$ cat config.mk
export PLATFORM = sky130hd
export DESIGN_NAME = hazard_scoreboard
export DESIGN_NICKNAME = d
export VERILOG_FILES = /design/src/rtl/hazard_scoreboard_pkg.sv /design/src/rtl/hazard_scoreboard_mdu_tracker.sv /design/src/rtl/hazard_scoreboard.sv
export SDC_FILE = /design/constraint.sdc
export NUM_CORES = 1
export LEC_CHECK = 0
export ABC_AREA = 1
export ABC_CLOCK_PERIOD_IN_PS = 2000
export CAP_MARGIN = 20
export CORE_AREA = 3 3 136 138
export CTS_BUF_LIST = sky130_fd_sc_hd__clkbuf_8 sky130_fd_sc_hd__clkbuf_16
export CTS_CLUSTER_SIZE = 16
export DETAILED_ROUTE_END_ITERATION = 10
export DIE_AREA = 0 0 139 141
export PLACE_DENSITY = 0.7
export SLEW_MARGIN = 20
export SYNTH_ARGS = -nofsm -noshare
export SYNTH_HDL_FRONTEND = slang
export SYNTH_SLANG_ARGS = --single-unit
export TNS_END_PERCENT = 100
$ cat constraint.sdc
create_clock -name clk -period 2 [get_ports clk]
set_input_delay 0.2 -clock clk [delete_from_list [all_inputs] [get_ports clk]]
set_output_delay 0.2 -clock clk [all_outputs]
set_load 0.02 [all_outputs]
$ cat src/rtl/hazard_scoreboard_pkg.sv
// -----------------------------------------------------------------------------
// hazard_scoreboard_pkg
// Shared widths, operation-class codes and MDU tracker state encoding for the
// forwarding / hazard-detection unit of the 5-stage MIPS datapath.
//   W_OPER / W_REGF / W_DATA : operation-code, register-index and data widths
//   OPC_*                    : operation class taken from oper[4:3]
//   mdu_state_e              : MDU tracker FSM states
// -----------------------------------------------------------------------------
package hazard_scoreboard_pkg;

  localparam int W_OPER = 5;
  localparam int W_REGF = 5;
  localparam int W_DATA = 32;

  localparam logic [1:0] OPC_OTHER = 2'b00;
  localparam logic [1:0] OPC_JB    = 2'b01;
  localparam logic [1:0] OPC_MEM   = 2'b10;
  localparam logic [1:0] OPC_MDU   = 2'b11;

  typedef enum logic [1:0] {
    ST_IDLE = 2'd0,
    ST_BUSY = 2'd1,
    ST_DONE = 2'd2
  } mdu_state_e;

  // Operation class lives in the top two bits of the operation code.
  function automatic logic [1:0] oper_class(input logic [W_OPER-1:0] oper);
    return oper[4:3];
  endfunction

endpackage

$ cat src/rtl/hazard_scoreboard_mdu_tracker.sv
// -----------------------------------------------------------------------------
// hazard_scoreboard_mdu_tracker
// Scoreboard for the single in-flight multi-cycle (MDU) operation.
// IDLE -> BUSY on issue (MDU_LAT cycles) -> DONE (one writeback cycle) -> IDLE,
// or straight back to BUSY when a new MDU op issues during DONE.
// Ports:
//   clk, rst     : clock, synchronous active-high reset
//   issue        : accepted MDU issue from ID this cycle
//   flush        : pipeline kill, abandons any in-flight op
//   id_dst       : destination register of the issuing instruction
//   busy, done   : current FSM state decode (combinational from state)
//   mdu_wb       : registered; high for exactly the DONE cycle
//   mdu_regf     : registered; destination latched at issue
// -----------------------------------------------------------------------------
module hazard_scoreboard_mdu_tracker
  import hazard_scoreboard_pkg::*;
#(
  parameter int MDU_LAT = 8
) (
  input  logic              clk,
  input  logic              rst,
  input  logic              issue,
  input  logic              flush,
  input  logic [W_REGF-1:0] id_dst,
  output logic              busy,
  output logic              done,
  output logic              mdu_wb,
  output logic [W_REGF-1:0] mdu_regf
);

  localparam int W_CNT_RAW = $clog2(MDU_LAT) + 1;
  localparam int W_CNT     = (W_CNT_RAW < 4) ? 4 : W_CNT_RAW;
  localparam logic [W_CNT-1:0] CNT_LOAD = W_CNT'(MDU_LAT - 1);

  mdu_state_e        state_reg, state_next;
  logic [W_CNT-1:0]  cnt_reg, cnt_next;
  logic [W_REGF-1:0] mdu_regf_reg, mdu_regf_next;
  logic              mdu_wb_reg;

  // State register. mdu_wb is registered from the next state so it is high
  // exactly while the FSM sits in DONE; a flush steers the next state away
  // from DONE, so a pending writeback never appears.
  always_ff @(posedge clk) begin
    if (rst) begin
      state_reg    <= ST_IDLE;
      cnt_reg      <= '0;
      mdu_regf_reg <= '0;
      mdu_wb_reg   <= 1'b0;
    end else begin
      state_reg    <= state_next;
      cnt_reg      <= cnt_next;
      mdu_regf_reg <= mdu_regf_next;
      mdu_wb_reg   <= (state_next == ST_DONE);
    end
  end

  // Next-state logic.
  always_comb begin
    state_next    = state_reg;
    cnt_next      = cnt_reg;
    mdu_regf_next = mdu_regf_reg;
    if (flush) begin
      state_next = ST_IDLE;
      cnt_next   = '0;
    end else begin
      case (state_reg)
        ST_IDLE: begin
          if (issue) begin
            state_next    = ST_BUSY;
            cnt_next      = CNT_LOAD;
            mdu_regf_next = id_dst;
          end
        end
        ST_BUSY: begin
          if (cnt_reg == '0) begin
            state_next = ST_DONE;
          end else begin
            cnt_next = cnt_reg - W_CNT'(1);
          end
        end
        ST_DONE: begin
          if (issue) begin
            state_next    = ST_BUSY;
            cnt_next      = CNT_LOAD;
            mdu_regf_next = id_dst;
          end else begin
            state_next = ST_IDLE;
          end
        end
        default: begin
          state_next = ST_IDLE;
          cnt_next   = '0;
        end
      endcase
    end
  end

  // Output decode.
  always_comb begin
    busy     = (state_reg == ST_BUSY);
    done     = (state_reg == ST_DONE);
    mdu_wb   = mdu_wb_reg;
    mdu_regf = mdu_regf_reg;
  end

endmodule

$ cat src/rtl/hazard_scoreboard.sv
// -----------------------------------------------------------------------------
// hazard_scoreboard
// Forwarding and hazard-detection unit beside the ID and EX stages.
// Per source operand it selects bypass data (ID: EX > MM > WB > MDU result,
// EX: MM > WB), raises one pipeline stall for load-use, branch-compare and
// MDU RAW/WAW/structural hazards, and tracks one in-flight MDU operation.
// Optional build macro: HAZARD_PERF_EN -- enables the saturating stall-cycle
// counter on stall_cnt; without it stall_cnt is constant zero.
// Ports:
//   clk, rst                     : clock, synchronous active-high reset
//   oper_id/oper_ex/oper_mm      : per-stage operation codes (class = [4:3])
//   from_{ex,mm,wb}_regf/_data   : stage destination register and result
//   into_id_src / into_ex_src    : NRD packed source registers per stage
//   id_dst                       : destination of the instruction in ID
//   flush                        : pipeline kill
//   mdu_data                     : MDU result, valid while mdu_wb is high
//   stall                        : freeze IF/ID, bubble into EX
//   fwd_id_hit/_data, fwd_ex_hit/_data : per-operand bypass select and data
//   mdu_wb, mdu_regf             : registered MDU writeback strobe and target
//   stall_cnt                    : stall-cycle counter
// -----------------------------------------------------------------------------
module hazard_scoreboard
  import hazard_scoreboard_pkg::*;
#(
  parameter int NRD     = 2,
  parameter int MDU_LAT = 8
) (
  input  logic                  clk,
  input  logic                  rst,
  input  logic [W_OPER-1:0]     oper_id,
  input  logic [W_OPER-1:0]     oper_ex,
  input  logic [W_OPER-1:0]     oper_mm,
  input  logic [W_REGF-1:0]     from_ex_regf,
  input  logic [W_REGF-1:0]     from_mm_regf,
  input  logic [W_REGF-1:0]     from_wb_regf,
  input  logic [W_DATA-1:0]     from_ex_data,
  input  logic [W_DATA-1:0]     from_mm_data,
  input  logic [W_DATA-1:0]     from_wb_data,
  input  logic [NRD*W_REGF-1:0] into_id_src,
  input  logic [NRD*W_REGF-1:0] into_ex_src,
  input  logic [W_REGF-1:0]     id_dst,
  input  logic                  flush,
  input  logic [W_DATA-1:0]     mdu_data,
  output logic                  stall,
  output logic [NRD-1:0]        fwd_id_hit,
  output logic [NRD-1:0]        fwd_ex_hit,
  output logic [NRD*W_DATA-1:0] fwd_id_data,
  output logic [NRD*W_DATA-1:0] fwd_ex_data,
  output logic                  mdu_wb,
  output logic [W_REGF-1:0]     mdu_regf,
  output logic [31:0]           stall_cnt
);

  logic           id_is_jb, id_is_mdu, ex_is_mem;
  logic           mdu_busy, mdu_done, issue;
  logic           waw_dep, struct_dep;
  logic [NRD-1:0] raw_dep;

  assign id_is_jb  = (oper_class(oper_id) == OPC_JB);
  assign id_is_mdu = (oper_class(oper_id) == OPC_MDU);
  assign ex_is_mem = (oper_class(oper_ex) == OPC_MEM);

  // The MM-stage opcode and the low opcode bits carry no hazard information.
  logic unused_oper_bits;
  assign unused_oper_bits = ^{oper_mm, oper_id[2:0], oper_ex[2:0]};

  genvar gi;
  generate
    for (gi = 0; gi < NRD; gi++) begin : g_opnd
      logic [W_REGF-1:0] id_src, ex_src;
      logic              id_hit, ex_hit;
      logic [W_DATA-1:0] id_data, ex_data;

      assign id_src = into_id_src[gi*W_REGF +: W_REGF];
      assign ex_src = into_ex_src[gi*W_REGF +: W_REGF];

      // ID bypass: the youngest producer wins; the MDU result is only a
      // candidate during its writeback cycle.
      always_comb begin
        id_hit  = 1'b0;
        id_data = '0;
        if (id_src != '0) begin
          if (id_src == from_ex_regf) begin
            id_hit  = 1'b1;
            id_data = from_ex_data;
          end else if (id_src == from_mm_regf) begin
            id_hit  = 1'b1;
            id_data = from_mm_data;
          end else if (id_src == from_wb_regf) begin
            id_hit  = 1'b1;
            id_data = from_wb_data;
          end else if (mdu_done && (id_src == mdu_regf)) begin
            id_hit  = 1'b1;
            id_data = mdu_data;
          end
        end
      end

      // EX bypass.
      always_comb begin
        ex_hit  = 1'b0;
        ex_data = '0;
        if (ex_src != '0) begin
          if (ex_src == from_mm_regf) begin
            ex_hit  = 1'b1;
            ex_data = from_mm_data;
          end else if (ex_src == from_wb_regf) begin
            ex_hit  = 1'b1;
            ex_data = from_wb_data;
          end
        end
      end

      // Dependencies that bypassing cannot cover: branch compares in ID need
      // the value before EX/MM produce it, a load in EX has no data yet, and
      // an MDU result is unavailable while the unit is busy.
      assign raw_dep[gi] = (id_src != '0) &&
                           (((id_src == from_ex_regf) && (id_is_jb || ex_is_mem)) ||
                            ((id_src == from_mm_regf) && id_is_jb) ||
                            (mdu_busy && (id_src == mdu_regf)));

      assign fwd_id_hit[gi]                  = id_hit;
      assign fwd_ex_hit[gi]                  = ex_hit;
      assign fwd_id_data[gi*W_DATA +: W_DATA] = id_data;
      assign fwd_ex_data[gi*W_DATA +: W_DATA] = ex_data;
    end
  endgenerate

  assign waw_dep    = mdu_busy && (id_dst != '0) && (id_dst == mdu_regf);
  assign struct_dep = mdu_busy && id_is_mdu;
  assign stall      = (|raw_dep) || waw_dep || struct_dep;

  // A busy unit always stalls an MDU op (structural), so issue only ever
  // fires from IDLE or DONE.
  assign issue = id_is_mdu && !stall && !flush;

  hazard_scoreboard_mdu_tracker #(
    .MDU_LAT (MDU_LAT)
  ) mdu_tracker (
    .clk      (clk),
    .rst      (rst),
    .issue    (issue),
    .flush    (flush),
    .id_dst   (id_dst),
    .busy     (mdu_busy),
    .done     (mdu_done),
    .mdu_wb   (mdu_wb),
    .mdu_regf (mdu_regf)
  );

`ifdef HAZARD_PERF_EN
  logic [31:0] stall_cnt_reg;

  always_ff @(posedge clk) begin
    if (rst) begin
      stall_cnt_reg <= '0;
    end else if (stall && (stall_cnt_reg != 32'hFFFF_FFFF)) begin
      stall_cnt_reg <= stall_cnt_reg + 32'd1;
    end
  end

  assign stall_cnt = stall_cnt_reg;
`else
  assign stall_cnt = '0;
`endif

endmodule

==> results.cfg, run 1 <==
[outcome]
outcome = finished, violations left
violations = negative setup slack

[finish]
drive_above_1_share = 0.424
seq_area_um2 = 244
largest_register_ffs = 5
final_nets = 1564
stdcell_count = 1600
design_area_mm2 = 0.0113
final_cell_mix = clkdlybuf4s50_1 (145), buf_4 (134), inv_1 (124), buf_6 (105), nor2_1 (97)
multi_input_comb_area_mm2 = 0.00503
fillers = 1514
area_growth_syn_to_layout_pct = 106
antenna_cells = 0
final_common_cell = clkdlybuf4s50_1

[worst_setup_path]
required_ps = 1800
path_class = reg -> out
crit_cells = 11
cp_top_family = simple AND/OR/NAND/NOR gates
cp-end-kind = primary output
crit_chain = or2_1 -> a21oi_2 -> nand3_2 -> nor2_4 -> buf_6 -> buf_6 -> nand3_1 -> o21ai_1 -> o21ai_1 -> inv_1 -> buf_4
crit_path_end = fwd_id_data[42]
cp-startpoint = mdu_tracker.mdu_regf[1]$_SDFFE_PP0P_
reg2reg_to = mdu_tracker.mdu_regf[1]$_SDFFE_PP0P_
cp_max_fo = 5
start_kind = flip-flop
r2r_slack_ps = 130
cp_slowest_cell = dfxtp_2
rr_startpoint = mdu_tracker.mdu_regf[1]$_SDFFE_PP0P_
worstPathArrival_ps = 2040
rr_worst_depth = 12
max_stage_delay_ps = 330
path_buf_inv = 4

[timing]
final_max_slew_viol_count = 0
rsz0062_at_grt = true
finalCritPeriodShare = 1.12
fin_ws_ps = -242
hold_violations = 0
finalSetupViolations = 86
skew_ps = 2.22
period_needed_ps = 2240
timing.fmax_ghz = 0.446

[global_route]
grt_pass1_vias = 8476
gr-max-usage-layer = met2
use_met1 = 0.359
grt_pass1_wl_um = 46800
overflow = 0
antenna_found_initial = 0
grt_usage = 0.292
grt_max_degree = 43
grtUsageMet2 = 0.514
grt_util_met3 = 0.0465

[flow_run]
cap_violations = 0

[yosys]
synth_compound_area_frac = 0.395
synthMuxAreaShare = 0
synthAdderAreaFrac = 0.00453
yosysTopAreaCell = inv_1
ys_ff_latch = 12
synthTopCellsByArea = inv_1 (11%), o21ai_0 (9.6%), nor2_1 (7.5%)
syn_area_per_cell_um2 = 5.64
synth_top_family_by_area = compound AO/OA/AOI/OAI gates
seq_area_frac_synth = 0.0435
synth_cells = 979
yosysWarnings = 0
synth_area_mm2 = 0.00552
synth-simple-area-share = 0.244
synth-xor-area-share = 0.0571
synthDistinctLibCells = 44
synth_top_area_frac = 0.112

[drt]
firstDrtPassIters = 5
wl_per_cell_um = 20.1
dr_total_vias = 8710
via_per_inst = 5.44
antenna_left = 0
drt_iter0_drc = 583
finalWirelength_um = 32200
drc = 0

[power_and_ir_drop]
power_density_mw_per_mm2 = 289
ir_drop_mv = 0.467
power.leakage_nw = 5.27

[floorplanning]
start_util = 0.319
io_pins = 357
die-area_mm2 = 0.0196
core-area_mm2 = 0.0173
die_x_um = 139
num_rows = 48
die_h_um = 141

[min_path]
min_path_type = reg -> reg

[clock_network]
cts_tree = done
cts-root-buf = clkbuf_16
clkTransAtPathRegs_ps = 40
htree_levels = 1
clockBufferDepth = 2
clock_latency_ps = 240
cts_buffers = 3
cts-hold-fix-buffers = 0
cts_num_sinks = 12

[placement]
port_buffers = 313
place_area_mm2 = 0.00935
globalplace.congestion = 0.939
place_inst = 1544
hpwl_um = 21000
cell type report:
| cell class | instances | share of cell area |
|---|---|---|
| clock buffers | 4 | 0.00783 |
| multi-input cells | 711 | 0.444 |
| repair buffers | 475 | 0.444 |
| inverters | 173 | 0.0586 |
| flip-flops and latches | 12 | 0.0215 |
| well taps | 225 | 0.0248 |
what timing repair did:
item,4_1_cts,5_1_grt
pin swaps,52,45
setup buffers,29,21
endpoints found under the setup margin,142,137
hold endpoints to repair,0,0
gates resized for setup,1015,225
gates cloned,13,5
worst reg2reg max path, stage by stage, from the launching register on:
cell,delay (ps)
dfxtp_2,330
or2_1,220
a21oi_2,190
buf_4,130
buf_4,90
nand4_1,80
nand3_1,90
nand2_1,80
buf_4,150
nand4_4,100
nor2_4,60
o21ai_0,190
nor2_1,60
cells in the mapped netlist:
| cell | number |
|---|---|
| a211oi_2 | 29 |
| o211ai_1 | 2 |
| a31oi_1 | 64 |
| o21ai_1 | 61 |
| nand2_1 | 65 |
| nor4_1 | 2 |
| or2_1 | 1 |
| o31ai_1 | 1 |
| clkbuf_1 | 19 |
| or3_1 | 1 |
| nand2_4 | 1 |
| nor2_1 | 111 |
| xor2_1 | 16 |
| o21ai_0 | 106 |
| dfxtp_1 | 12 |
| a221oi_2 | 1 |
| buf_1 | 2 |
| ha_1 | 2 |
| a21oi_2 | 1 |
| o31ai_2 | 1 |
| xnor2_1 | 20 |
| nor2_4 | 2 |
| buf_6 | 17 |
| nand3_2 | 8 |
| clkbuf_2 | 5 |
| nand4_1 | 8 |
| a2111oi_2 | 1 |
| nand3_1 | 74 |
| inv_2 | 8 |
| buf_2 | 28 |
| o22ai_1 | 2 |
| o21a_1 | 1 |
| nand4_4 | 1 |
| and3_1 | 1 |
| a21boi_0 | 1 |
| a21oi_1 | 39 |
| a211oi_1 | 37 |
| nand2_2 | 3 |
| o221ai_1 | 1 |
| nor2_2 | 3 |
| inv_1 | 165 |
| buf_4 | 43 |
| nor3_1 | 12 |
| conb_1 | 1 |
metrics by stage:
step / TNS (ps) / total power [mW] / setup WS, ps / hold slack, ps / utilization
final: -10620 / 3.27 / -242 / 504 / 0.656
after detailed placement: -122060 / 2.28 / -1100 / 492 / 0.541
after floorplan: 0 / 1.27 / 204 / 342 / -
after global routing: -17070 / 3.43 / -322 / 532 / 0.656
after global placement: -122380 / 2.27 / -1150 / 477 / 0.541
after CTS: -10310 / 3.06 / -254 / 506 / 0.610
worst min path at each step:
stage | slack (ps) | startpoint | endpoint | cells after the start
CTS | 510 | mdu_tracker.cnt_reg[1]$_SDFFE_PP0P_ | mdu_tracker.cnt_reg[1]$_SDFFE_PP0P_ | 2
detailed placement | 490 | mdu_tracker.cnt_reg[3]$_SDFFE_PP0P_ | mdu_tracker.cnt_reg[3]$_SDFFE_PP0P_ | 2
global placement | 480 | mdu_tracker.cnt_reg[3]$_SDFFE_PP0P_ | mdu_tracker.cnt_reg[3]$_SDFFE_PP0P_ | 2
global route | 530 | mdu_tracker.cnt_reg[1]$_SDFFE_PP0P_ | mdu_tracker.cnt_reg[1]$_SDFFE_PP0P_ | 2
floorplan | 340 | id_dst[0] | mdu_tracker.mdu_regf[0]$_SDFFE_PP0P_ | 2
finish | 500 | mdu_tracker.cnt_reg[1]$_SDFFE_PP0P_ | mdu_tracker.cnt_reg[1]$_SDFFE_PP0P_ | 2
layer usage:
layer  up-vias  routed length, µm
li1       4050                  -
met1      4069              12500
met2       493              15900
met3        98               2580
met4         0               1320
met5         -                  0
power by group:
part           internal (mW)  leakage (nW)  switching (mW)  total, mW
Sequential             0.249        0.0988         0.00822      0.257
Clock                  0.302        0.0442           0.103      0.405
Combinational           1.23          5.13            1.38       2.61
Total                   1.78          5.27            1.49       3.27
cell families after synthesis:
| group | Yosys count |
|---|---|
| fa+ha+maj | 2 |
| xor+xnor | 36 |
| simple gates | 293 |
| other cells | 1 |
| buf+inv | 287 |
| flops | 12 |
| compound gates | 348 |
No activity file was read; power rests on OpenSTA's default activity.
==> run 2: changes to the inputs <==
Settings changed: SKIP_CTS_REPAIR_TIMING set to 1.
==> run 2 against run 1 <==
  * The flow still finishes with violations (negative setup slack)
  * Clock power about the same
  * Sequential power hardly changed
  * Sequential share of layout area is essentially flat
  * Largest power group unchanged
==> results.cfg, run 2 (same netlist as run 1, synthesis figures left out) <==
[flow_run]
cap_violations = 0

[timing]
timing.fmax_ghz = 0.452
rsz0062_at_grt = true
finalSetupViolations = 128
skew_ps = 1.49
fin_ws_ps = -212
whs_ps = 508
final_max_slew_viol_count = 0
period_needed_ps = 2210
finalCritPeriodShare = 1.11
hold_violations = 0

[clock_network]
cts_num_sinks = 12
cts_tree = done
clkTransAtPathRegs_ps = 40
htree_levels = 1
clock_latency_ps = 240
cts-root-buf = clkbuf_16
clockBufferDepth = 2
cts_buffers = 3

[global_route]
grt_pass1_wl_um = 41500
overflow = 0
antenna_found_initial = 0
grt_max_degree = 43
grt_pass1_vias = 7629
grt_usage = 0.254

[drt]
drc = 0
finalWirelength_um = 33100
via_per_inst = 5.52
dr_total_vias = 8769
antenna_left = 0
drt_iter0_drc = 628
wl_per_cell_um = 20.8
firstDrtPassIters = 7

[worst_setup_path]
max_stage_delay_ps = 330
cp_slowest_cell = dfxtp_2
cp-end-kind = primary output
cp_max_fo = 6
worstPathArrival_ps = 2010
required_ps = 1800
crit_chain = or2_4 -> a21oi_4 -> nand3_2 -> nor2_4 -> buf_12 -> buf_12 -> nand3_1 -> o21ai_1 -> o21ai_2 -> inv_1 -> buf_4
crit_top_cell = buf_12
start_kind = flip-flop
r2r_slack_ps = 120
path_class = reg -> out

[power_and_ir_drop]
power.leakage_nw = 5.32
power_density_mw_per_mm2 = 285
power_mw = 3.21
ir_drop_mv = 0.469

[finish]
area_growth_syn_to_layout_pct = 104
drive_above_1_share = 0.409
antenna_cells = 0
largest_register_ffs = 5
final_cell_mix = buf_4 (150), clkdlybuf4s50_1 (145), inv_1 (125), nor2_1 (99), buf_6 (93)
final_common_cell = buf_4
final_nets = 1554

[min_path]
min_path_type = reg -> reg

[floorplanning]
io_pins = 357
num_rows = 48
die-area_mm2 = 0.0196
start_util = 0.319
die_h_um = 141
core-area_mm2 = 0.0173
die_x_um = 139

[placement]
port_buffers = 313
globalplace.congestion = 0.939
hpwl_um = 21000

[outcome]
violations = negative setup slack
outcome = finished, violations left
run 2: cell types whose count changed in the layout (fill, tap and decap cells not counted), sizes merged:
cell           delta
buf              -31
bufbuf            -2
clkbuf           +16
clkdlybuf4s15     -8
clkinv            -1
clkinvlp          +1
dlygate4sd2       -3
dlymetal6s2s     +18
run 2: worst paths after layout:
| path | endpoint | cells past startpoint | startpoint |
|---|---|---|---|
| worst max-delay path | fwd_id_data[43] | 11 | mdu_tracker.mdu_regf[1]$_SDFFE_PP0P_ |
| worst min-delay path | mdu_tracker.cnt_reg[3]$_SDFFE_PP0P_ | 2 | mdu_tracker.cnt_reg[3]$_SDFFE_PP0P_ |
| worst max register to register | mdu_tracker.mdu_regf[1]$_SDFFE_PP0P_ | 12 | mdu_tracker.mdu_regf[1]$_SDFFE_PP0P_ |
| worst min register to register | mdu_tracker.cnt_reg[3]$_SDFFE_PP0P_ | 2 | mdu_tracker.cnt_reg[3]$_SDFFE_PP0P_ |
run 2: final cells by class:
class	instances	area (µm²)
fill	1535	6030
tap	225	282
timing repair buffer	465	4950
sequential	12	244
clock buffer	4	88.8
inverter	173	661
multi-input combinational	711	5050
run 2: critical path, delay by kind of cell, from the launching register on:
kind | cells | cell delay (ps)
buffers and inverters | 4 | 480
AOI/OAI and AO/OA | 3 | 370
DFF | 1 | 330
and+or+nand+nor | 4 | 590
run 2: per-layer routing:
metal | vias up | GRT usage | share of wire
li1 | 4041 | - | -
met1 | 4114 | 0.315 | 0.38
met2 | 531 | 0.454 | 0.50
met3 | 83 | 0.0461 | 0.094
met4 | 0 | 0.0654 | 0.033
met5 | - | 0 | 0
run 2: per-stage QoR:
stage	TNS (ps)	cells	worst slack (ps)	instance area (µm²)	utilization
final	-13040	1590	-212	11300	0.651
after detailed placement	-122060	1544	-1100	9350	0.541
after floorplan	0	1010	204	5640	-
after global routing	-23600	1590	-286	11300	0.651
after global placement	-122380	1544	-1150	9350	0.541
after CTS	-121010	1548	-1100	9440	0.546
run 2: report_power, final:
group          switching [mW]  internal, mW
logic                    1.37          1.18
clock network           0.104         0.302
registers             0.00873         0.249
==> patch 1 (settings of run 1) <==
The package constant `W_DATA` goes from 32 to 16.
--- a/src/rtl/hazard_scoreboard_pkg.sv
+++ b/src/rtl/hazard_scoreboard_pkg.sv
@@ -10,7 +10,7 @@
 
   localparam int W_OPER = 5;
   localparam int W_REGF = 5;
-  localparam int W_DATA = 32;
+  localparam int W_DATA = 16;
 
   localparam logic [1:0] OPC_OTHER = 2'b00;
   localparam logic [1:0] OPC_JB    = 2'b01;
Ports: changed (6 resized); port bits go from 357 to 229. No check against the original RTL was run, so the function may have changed too.
==> patch 1 against run 1 <==
  * The flow still finishes with violations (setup timing)
  * Cell area decreased by 36%
  * Setup slack improved by 0.059 ns
  * Total power decreased by 36%
  * Fmax increased by 2.7%
  * Routed wire length decreased by 40%
  * Synthesized cell count decreased by 34%
  * Die area unchanged
  * Sequential cell count unchanged
  * Area after synthesis decreased by 33%
  * Clock skew increased by 0.0015 ns
  * Utilization decreased by 24 points
  * Sequential power about the same
  * Largest cell class is now multi-input combinational cells
==> patch 1: results (changes against run 1) <==
status:
  status: "complete, but fails checks"  # unchanged
  violations: "setup timing"  # unchanged
timing:
  setup_viol: 26  # was 86
  hold_ws_ns: 0.499  # was 0.504 ns
  timing.final.ws_setup_ns: -0.183  # was -0.242 ns
  fmax_ghz: 0.458  # was 0.446 GHz
cells_and_area:
  drive_above_1_share_pct: 39.4  # was 42.4%
  fin_nets: 1052  # was 1564
placed_design:
  gp_congestion: 0.883  # was 0.939
  pre_cts_slack_ns: -0.928  # was -1.10 ns
  port_buffers: 185  # was 313
pwr:
  leakage_nw: 3.45  # was 5.27 nW
  switchingPower_w: 0.000880  # was 0.00149 W
  pg_clk_w: 0.000413  # was 0.000405 W
  p_per_area_mw_per_mm2: 292  # was 289 mW/mm^2
  ir_drop_mv: 0.493  # was 0.467 mV
logic_synthesis:
  synth_commonest_cells: "91 x inv_1, 75 x nor2_1, 70 x o21ai_0"  # was 165 x inv_1, 111 x nor2_1, 106 x o21ai_0
  yosysMostFrequentCell: "inv_1"  # unchanged
  synthTopCellsByArea: "o21ai_0 9.5%, inv_1 9.2%, buf_4 7.7%, nor2_1 7.6%, nand2_1 6.9%"  # was inv_1 11%, o21ai_0 9.6%, nor2_1 7.5%, a31oi_1 7.3%, nand3_1 6.7%
  ys_seq_area_share_pct: 6.49  # was 4.35%
  netlist_instances: 646  # was 979
  yosysUniqueCellTypes: 37  # was 44
routing:
  wl_mm: 19.3  # was 32.2 mm
  drt-initial-drc-count: 346  # was 583
global_routing:
  grt_pass1_vias: 5273  # was 8476
  grt_usage_pct: 18.1  # was 29.2%
  antenna_found_initial: 1  # was 0
worst_setup_path:
  r2r_slack_ns: 0.20  # was 0.13 ns
  r2r_end: "mdu_tracker.cnt_reg[3]$_SDFFE_PP0P_"  # was mdu_tracker.mdu_regf[1]$_SDFFE_PP0P_
  crit_path_max_fanout: 8  # was 5
  critical_path_arrival_ns: 1.98  # was 2.04 ns
hold_path:
  min_from: "mdu_tracker.cnt_reg[3]$_SDFFE_PP0P_"  # was mdu_tracker.cnt_reg[1]$_SDFFE_PP0P_
  holdPathEnd: "mdu_tracker.cnt_reg[3]$_SDFFE_PP0P_"  # was mdu_tracker.cnt_reg[1]$_SDFFE_PP0P_
clocking:
  numCtsBuffers: 3  # unchanged
  cts_max_path_buffers: 2  # unchanged
  htreeDepth: 1  # unchanged
patch 1: how the worst max path moves through the flow:
stage / cells past startpoint / slack [ns] / endpoint
2_1_floorplan: 6 / 0.19 / fwd_ex_data[21]
3_3_place_gp: 11 / -0.91 / fwd_id_data[31]
3_5_place_dp: 11 / -0.93 / fwd_id_data[31]
4_1_cts: 11 / -0.16 / fwd_id_data[27]
5_1_grt: 11 / -0.25 / fwd_id_data[22]
6_report: 11 / -0.18 / fwd_id_data[22]
patch 1: cell type report:
type | instances | area, sq um
Antenna cell | 1 | 2.50
Clock buffer | 4 | 88.8
Fill cell | 1794 | 10100
Inverter | 106 | 410
Multi-Input combinational cell | 489 | 3140
Sequential cell | 12 | 248
Tap cell | 225 | 282
Timing Repair Buffer | 315 | 3060
Timing Repair inverter | 1 | 8.76
patch 1: layer usage:
layer	routed length, microns	global-route usage [%]	up-vias
li1	-	-	2661
met1	8190	23.4	2493
met2	9450	32.2	251
met3	1270	2.95	37
met4	421	3.30	0
met5	0	0	-
patch 1: worst max-delay path, stage by stage, from the launching register on:
cell and delay (ns):
dfxtp_4 0.35, or2_1 0.22, a21oi_2 0.19, nand3_2 0.11, nor2_4 0.16, buf_12 0.16
buf_6 0.11, nand3_2 0.05, o21ai_1 0.09, o21ai_1 0.09, inv_1 0.09, buf_6 0.12
patch 1: repair_timing:
item / in CTS / in global routing
setup buffers: 26 / 6
resized for setup: 559 / 87
endpoints found under the setup margin: 78 / 77
cloned: 6 / 0
pin swaps: 44 / 49
patch 1: logic make-up after synthesis:
logic type,Yosys count,synth area share [%]
compound gates,185,31.8
xor+xnor,40,9.47
fa+ha+maj,2,0.676
buf+inv,176,22.9
flops,12,6.49
other cells,1,0.101
simple gates,230,28.6
==> patch 2 (settings of run 1) <==
Without the edit above. The 3 states of `mdu_state_e` get a one-hot encoding in 3 bits.
--- a/src/rtl/hazard_scoreboard_pkg.sv
+++ b/src/rtl/hazard_scoreboard_pkg.sv
@@ -17,10 +17,10 @@
   localparam logic [1:0] OPC_MEM   = 2'b10;
   localparam logic [1:0] OPC_MDU   = 2'b11;
 
-  typedef enum logic [1:0] {
-    ST_IDLE = 2'd0,
-    ST_BUSY = 2'd1,
-    ST_DONE = 2'd2
+  typedef enum logic [2:0] {
+    ST_IDLE = 3'b001,
+    ST_BUSY = 3'b010,
+    ST_DONE = 3'b100
   } mdu_state_e;
 
   // Operation class lives in the top two bits of the operation code.
Check against the original RTL: no difference found for any inputs over 4 cycles, from zero or initial values and one cycle with rst high; so few cycles prove little.
==> patch 2 against run 1 <==
  * The flow still finishes with violations (setup timing)
  * Clock power is 5% lower
  * Non-clock buffer count is 44 higher
  * Utilization is 6.5 points higher
  * Critical path type is now input pin to primary output
  * Combinational power is 8.4% higher
  * Count of clock-buffer cells in the layout is 1 lower
  * Cell area is 9.9% higher
  * Sequential share of layout area hardly changed
  * Total power is 6.6% higher
  * Synthesized cell count is 0.61% higher
  * Setup slack better by 0.15 ns
  * Sequential cell count is 1 higher
  * Routed wire length is 14% higher
  * Fmax is 7.1% higher
  * Critical endpoint is now fwd_id_data[23]
  * Area after synthesis is 4.9% higher
==> patch 2: results (changes against run 1) <==
status:
  status: "complete, but fails checks"  # unchanged
  violations: "setup timing"  # unchanged
timing:
  timing.final.ws_setup_ns: -0.0936  # was -0.242 ns
  fin_worst_skew_ns: 0.000913  # was 0.00222 ns
  setup_viol: 29  # was 86
  timing.setup.tns_ns: -1.05  # was -10.62 ns
routing:
  drtPass1Iterations: 5  # unchanged
  vias_per_cell: 5.66  # was 5.44
  wl_mm: 36.6  # was 32.2 mm
  drt-initial-drc-count: 716  # was 583
logic_synthesis:
  ys_seq_area_share_pct: 4.50  # was 4.35%
  synth_commonest_cells: "166 x inv_1, 100 x nor2_1, 98 x nand2_1"  # was 165 x inv_1, 111 x nor2_1, 106 x o21ai_0
  async_flop_share_pct: 0  # unchanged
  yosysUniqueCellTypes: 45  # was 44
  synthTopCellsByArea: "a211oi_2 13%, inv_1 11%, a31oi_1 7.0%, o21ai_1 6.8%, nor2_1 6.5%"  # was inv_1 11%, o21ai_0 9.6%, nor2_1 7.5%, a31oi_1 7.3%, nand3_1 6.7%
global_routing:
  grt_usage_pct: 31.4  # was 29.2%
  grt_pass1_wl_mm: 49.8  # was 46.8 mm
  antenna_found_initial: 2  # was 0
placed_design:
  gp_congestion: 0.916  # was 0.939
  placed_cell_area_sq_mm: 0.00961  # was 0.00935 sq mm
  hpwl_mm: 21.5  # was 21.0 mm
worst_setup_path:
  crit_path_max_fanout: 6  # was 5
  critical_path_arrival_ns: 1.89  # was 2.04 ns
  rr_worst_depth: 13  # was 12
cells_and_area:
  fin_nets: 1612  # was 1564
  drive_above_1_share_pct: 47.4  # was 42.4%
  n_fill_cell: 1324  # was 1514
hold_path:
  min_path_type: "input pin to flip-flop"  # was flip-flop to flip-flop
  hold_depth: 3  # was 2
pwr:
  ir_drop_mv: 0.389  # was 0.467 mV
  leakage_nw: 6.00  # was 5.27 nW
  p_int_w: 0.00187  # was 0.00178 W
clocking:
  htreeDepth: 1  # unchanged
-- patch 2: worst paths after layout --
kind	start	endpoint	slack (ns)
setup / recovery	into_id_src[0]	fwd_id_data[23]	-0.09
hold / removal	id_dst[1]	mdu_tracker.mdu_regf[1]$_SDFFE_PP0P_	0.35
setup reg to reg	mdu_tracker.mdu_regf[4]$_SDFFE_PP0P_	mdu_tracker.mdu_regf[3]$_SDFFE_PP0P_	0.09
hold reg to reg	mdu_tracker.cnt_reg[3]$_SDFFE_PP0P_	mdu_tracker.cnt_reg[3]$_SDFFE_PP0P_	0.49
-- patch 2: repair_timing --
action	in CTS	in global routing
pin swaps	76	114
endpoints found under the setup margin	144	139
buffers inserted	46	21
cloned	27	10
resized for setup	961	271
-- patch 2: logic make-up (layout without fill, tap and decap cells) --
family	Yosys count	after routing	share of synthesized area (%)
AO/OA/AOI/OAI	359	359	42.5
buffers and inverters	295	702	25.8
AND/OR/NAND/NOR	282	282	21.6
XOR/XNOR	33	33	5.12
flip-flops	13	13	4.50
adder cells (fa/ha/maj)	2	2	0.432
other	1	34	0.0648
-- patch 2: area by class of cell --
class | count | area [sq um] | area share (%)
timing repair buffer | 519 | 5730 | 45.9
multi-input combinational | 708 | 5410 | 43.4
inverter | 179 | 699 | 5.61
tap | 225 | 282 | 2.26
sequential | 13 | 273 | 2.19
clock buffer | 3 | 75.1 | 0.602
antenna | 2 | 5.00 | 0.0401
clock inverter | 1 | 3.75 | 0.0301
-- patch 2: per-stage QoR --
step	instances	setup WS, ns	hold WS (ns)	total power (W)	util, %
5_1_grt	1649	-0.174	0.394	0.00363	72.1
2_1_floorplan	1016	0.172	0.331	0.00137	-
6_report	1650	-0.0936	0.348	0.00349	72.1
4_1_cts	1624	-0.0993	0.492	0.00313	64.9
3_3_place_gp	1548	-0.933	0.483	0.00237	55.6
3_5_place_dp	1548	-0.956	0.483	0.00239	55.6
-- patch 2: metal layers --
layer / GRT usage (%) / routed length [microns]
met4: 14.3 / 2180
met5: 0 / 0
met2: 54.7 / 17900
met1: 37.5 / 13100
met3: 5.66 / 3430
-- patch 2: worst max-delay path: stages --
cell and delay, ns:
buf_8 0.10, buf_6 0.10, xor2_1 0.15, nor3_2 0.11, buf_4 0.17, nand3_4 0.12, buf_6 0.15, buf_6 0.13
buf_16 0.14, a21oi_4 0.11, o21ai_1 0.10, nand3_1 0.11, inv_1 0.06, buf_6 0.13
-- patch 2: power by group through the flow --
stage | logic (W) | registers, W | clock network [W]
floorplan | 0.00108 | 0.000290 | 0
global placement | 0.00209 | 0.000281 | 0
detailed placement | 0.00210 | 0.000281 | 0
CTS | 0.00247 | 0.000277 | 0.000386
global route | 0.00296 | 0.000278 | 0.000392
finish | 0.00283 | 0.000277 | 0.000386
